===== src/rtl/adc_avg_filter.sv =====
// Moving-average filter over the last 2**N_LOG2 ADC samples.
// Running-sum implementation: one circular buffer write and one add/subtract per accepted sample.
module adc_avg_filter #(
   parameter int WIDTH  = 12,
   parameter int N_LOG2 = 3
) (
   input  logic             clk,
   input  logic             rst,
   input  logic [WIDTH-1:0] din,
   input  logic             in_valid,
   input  logic             clear,
   output logic [WIDTH-1:0] dout,
   output logic             out_valid,
   output logic             filled
);
   localparam int N  = 1 << N_LOG2;
   localparam int SW = WIDTH + N_LOG2;

   typedef enum logic {FILL, RUN} state_e;

   state_e              state_q;
   logic [WIDTH-1:0]    smp_q [N];
   logic [N_LOG2-1:0]   wr_ptr_q;
   logic [N_LOG2:0]     fill_cnt_q;
   logic [SW-1:0]       sum_q;
   logic [SW-1:0]       sum_d;
   logic [WIDTH-1:0]    dout_q;
   logic                out_valid_q;
   logic                filled_q;
   logic                last_fill;

   // Intermediate sum may wrap past 2**SW; the subtract brings it back in range.
   assign sum_d     = sum_q + SW'(din) - SW'(smp_q[wr_ptr_q]);
   assign last_fill = (fill_cnt_q == (N_LOG2+1)'(N - 1));

   always_ff @(posedge clk) begin
      if (!rst) begin
         state_q     <= FILL;
         for (int i = 0; i < N; i++) smp_q[i] <= '0;
         wr_ptr_q    <= '0;
         fill_cnt_q  <= '0;
         sum_q       <= '0;
         dout_q      <= '0;
         out_valid_q <= 1'b0;
         filled_q    <= 1'b0;
      end else if (clear) begin
         state_q     <= FILL;
         for (int i = 0; i < N; i++) smp_q[i] <= '0;
         wr_ptr_q    <= '0;
         fill_cnt_q  <= '0;
         sum_q       <= '0;
         out_valid_q <= 1'b0;
         filled_q    <= 1'b0;
      end else begin
         out_valid_q <= 1'b0;
         if (in_valid) begin
            smp_q[wr_ptr_q] <= din;
            sum_q           <= sum_d;
            wr_ptr_q        <= wr_ptr_q + N_LOG2'(1);
            if (state_q == RUN || last_fill) begin
               out_valid_q <= 1'b1;
               dout_q      <= sum_d[SW-1:N_LOG2];
            end
            if (state_q == FILL) begin
               fill_cnt_q <= fill_cnt_q + (N_LOG2+1)'(1);
               if (last_fill) begin
                  state_q  <= RUN;
                  filled_q <= 1'b1;
               end
            end
         end
      end
   end

   assign dout      = dout_q;
   assign out_valid = out_valid_q;
   assign filled    = filled_q;
endmodule


===== config.mk =====
export PLATFORM = sky130hd
export DESIGN_NAME = adc_avg_filter
export DESIGN_NICKNAME = d
export VERILOG_FILES = /design/src/rtl/adc_avg_filter.sv
export SDC_FILE = /design/constraint.sdc
export NUM_CORES = 1
export LEC_CHECK = 0
export BUFFER_PORTS_ARGS = -buffer_cell sky130_fd_sc_hd__buf_4
export CAP_MARGIN = 10
export CORE_ASPECT_RATIO = 0.8
export CORE_MARGIN = 3
export CORE_UTILIZATION = 66
export DETAILED_ROUTE_END_ITERATION = 7
export PLACE_DENSITY = 0.87
export SLEW_MARGIN = 30
export SYNTH_ARGS = -nofsm -noshare
export SYNTH_HDL_FRONTEND = slang
export SYNTH_SLANG_ARGS = --single-unit

===== constraint.sdc =====
create_clock -name clk -period 7.55 [get_ports clk]
set_clock_uncertainty 0.1 [all_clocks]
set_input_delay 0.755 -clock clk [delete_from_list [all_inputs] [get_ports clk]]
set_output_delay 0.755 -clock clk [all_outputs]
set_load 0.01 [all_outputs]

==> impl_metrics.ini <==
[run_status]
status = finished, final reports clean

[clock_tree]
tritoncts = done
cts_resized = 0
clk_pin_slew_ns = 0.06
cts_root_buf = clkbuf_16
hold_buffers = 0
numCtsBuffers = 17
cts.sinks = 136
h-tree-depth = 4
clock_latency_ns = 0.42
clockBufferDepth = 2
cts_setup_buffers = 0

[final_layout]
nNetsFinal = 651
diodes = 0
stdcell_count = 755
drive_gt1_share_pct = 18.6
area_growth_pct = 12.4

[place]
dp.cells = 723
hpwlAfterDp_mm = 10.1
numPortBuffers = 29
gp_congestion = 0.889

[sta]
fin_tns_setup_ns = 0
finalSetupViolations = 0
rsz0062_at_grt = no
timing.fmax_ghz = 0.235
relSlewSlack_pct = 34.7
hold_viol = 0
hold_ws_ns = 0.368
slew_viol_final = 0
tightest_slew_ns = 0.979
min_period_ns = 4.25
post-route-period-util_pct = 56.3

[floorplanning]
core_area_sq_um = 9890
die_h_microns = 97.4
start_util_pct = 69.7
rows = 32
die_area_sq_um = 11700
die_x_microns = 120
pin_count = 30

[logic_synthesis]
ys_types = 50
yosysTopAreaCellShare_pct = 41.8
synthTopCellsByCount = 96 x edfxtp_1, 77 x nor3_1, 47 x inv_1, 40 x dfxtp_1, 33 x clkbuf_1
synth_edf_count = 96
yosysMostFrequentCell = edfxtp_1
yosys_warnings = 0
yosys.area.top_type = edfxtp_1
syn_area_per_cell_sq_um = 11.7
yosysSeqAreaShare_pct = 53.5
syn_area_sq_um = 6890
synth_fp_nets = 636
async_flop_share_pct = 0
synth_ff_type = edfxtp_1
synthTopCellsByArea = edfxtp_1 42%, dfxtp_1 12%, mux4_2 7.8%
ys_ff_latch = 136
postSynthCellCount = 591

[global_route]
grt.overflow.total = 0
grt_usage_pct = 29.6
grt_max_degree = 52
grt_first_pass_wirelength_mm = 26.2
grt_antenna_before_repair = 0
grt_pass1_vias = 4981

[setup_path]
required_ns = 7.74
path_cells = buf_4, mux4_2, mux2_2, fa_1, inv_1, ha_1, a211oi_1, o21ai_0, a21boi_0, o21bai_1, xnor2_1, o21ai_0
cp-end-kind = flop
path_buf_inv = 2
critPathSlowestCell = mux4_2
arrival_ns = 4.44
max_stage_delay_ns = 0.58
worst_path_dominant_cell_family = compound AO/OA/AOI/OAI gates
crit_path_frequent_cell = o21ai_0
crit_path_start_kind = flop
worstSetupPathType = flop to flop
worst-path-max-fanout = 24

[pwr]
power_frac_comb_pct = 18.2
p_seq_share_pct = 42.7
switching_share_pct = 26.8
p_per_area_nw_per_um2 = 256
p_int_mw = 1.45
power_mw = 1.98
p_sw_uw = 531
clkPwrFrac_pct = 39.1
ir_drop_uv = 191
p_leak_nw = 2.94

[drt]
totalWireLength_mm = 16.3
first_iter_violations = 412
vias = 4939
ant_nets = 0
routedWlPerCell_microns = 21.5
drc = 0
viasPerCell = 6.54
dr.pass1.iters = 5

[run]
max_cap_viol_count = 0

[worst_hold_path]
hold_class = flop to flop
## path summary, 6_finish.rpt
check,startpoint,endpoint,slack (ns),depth (start not counted)
max reg2reg,flop,sum_q[11]$_SDFFE_PP0P_,3.30,12
max,flop,sum_q[11]$_SDFFE_PP0P_,3.30,12
min reg2reg,dout[7]$_SDFFE_PN0P_,dout[7]$_SDFFE_PN0P_,0.37,2
min,dout[7]$_SDFFE_PN0P_,dout[7]$_SDFFE_PN0P_,0.37,2
## sequential cells by signal, indices dropped and copies added (netlist names), named ones only
name,count
smp_q,96
filled,1
wr_ptr_q,3
state_q,1
sum_q,15
dout,12
fill_cnt_q,4
out_valid,1
## per-stage QoR
step                      setup slack [ns]  cell area (sq um)  util (%)
final                                 3.30               7740      78.3
after global routing                  3.06               7740      78.3
after detailed placement              3.41               7190      72.7
after floorplan                       3.55               6890         -
after CTS                             3.33               7730      78.2
after global placement                3.56               7180      72.6
## worst reg2reg max path, cell delays in order, from the launching register on
cell,delay (ns)
dfxtp_1,0.31
buf_4,0.42
mux4_2,0.61
mux2_2,0.28
fa_1,0.54
inv_1,0.08
ha_1,0.31
a211oi_1,0.38
o21ai_0,0.22
a21boi_0,0.33
o21bai_1,0.15
xnor2_1,0.27
o21ai_0,0.14
## cells by family after synthesis
logic type               after synthesis  share of synthesized area [%]
AO/OA/AOI/OAI                         65                           6.41
XOR/XNOR                               9                           1.14
adder cells (fa/ha/maj)               29                           6.57
buffers and inverters                102                           5.85
flip-flops                           136                           53.5
multiplexers                          47                           11.4
AND/OR/NAND/NOR                      203                           15.1
## cell type report
class / instances / area, sq um
fill: 608 / 2150
clock inverter: 13 / 111
tap: 136 / 170
clock buffer: 19 / 433
timing repair buffer: 40 / 300
inverter: 58 / 218
multi-input combinational: 353 / 2830
sequential: 136 / 3680
## cells in the final DEF (no fill, tap or decap), types with 3 or more instances in the layout
| master | count |
|---|---|
| nor2b_1 | 4 |
| nand3_1 | 22 |
| a21boi_0 | 8 |
| mux4_2 | 24 |
| and2_1 | 3 |
| dfxtp_1 | 39 |
| a21oi_1 | 10 |
| a21o_1 | 6 |
| fa_1 | 12 |
| buf_4 | 40 |
| mux2_2 | 13 |
| nand2_1 | 24 |
| o21ai_1 | 6 |
| edfxtp_1 | 96 |
| xnor2_1 | 6 |
| o21ai_0 | 11 |
| ha_1 | 17 |
| nor3_1 | 77 |
| clkinv_1 | 16 |
| clkbuf_16 | 17 |
| o21bai_1 | 3 |
| inv_1 | 47 |
| or3_1 | 5 |
| xor2_1 | 3 |
| o2111ai_1 | 5 |
| clkinv_2 | 5 |
| nand2b_1 | 7 |
| mux2i_1 | 10 |
| nor2_1 | 25 |
| nor4_1 | 22 |
## power groups by stage
stage	Sequential (mW)	Combinational, mW	Clock, mW
3_3_place_gp	0.856	0.327	0
4_1_cts	0.845	0.354	0.776
3_5_place_dp	0.860	0.345	0
2_1_floorplan	0.854	0.264	0
5_1_grt	0.847	0.399	0.816
6_report	0.845	0.360	0.775
## routing by layer
layer	up-vias	track usage [%]	part of all wire, %
met1	2434	38.9	38
met3	42	8.61	9.2
met5	-	0	0
met4	0	11.1	2.4
li1	2200	-	-
met2	263	47.2	50
Note: power is estimated with default switching activity, not from simulation.
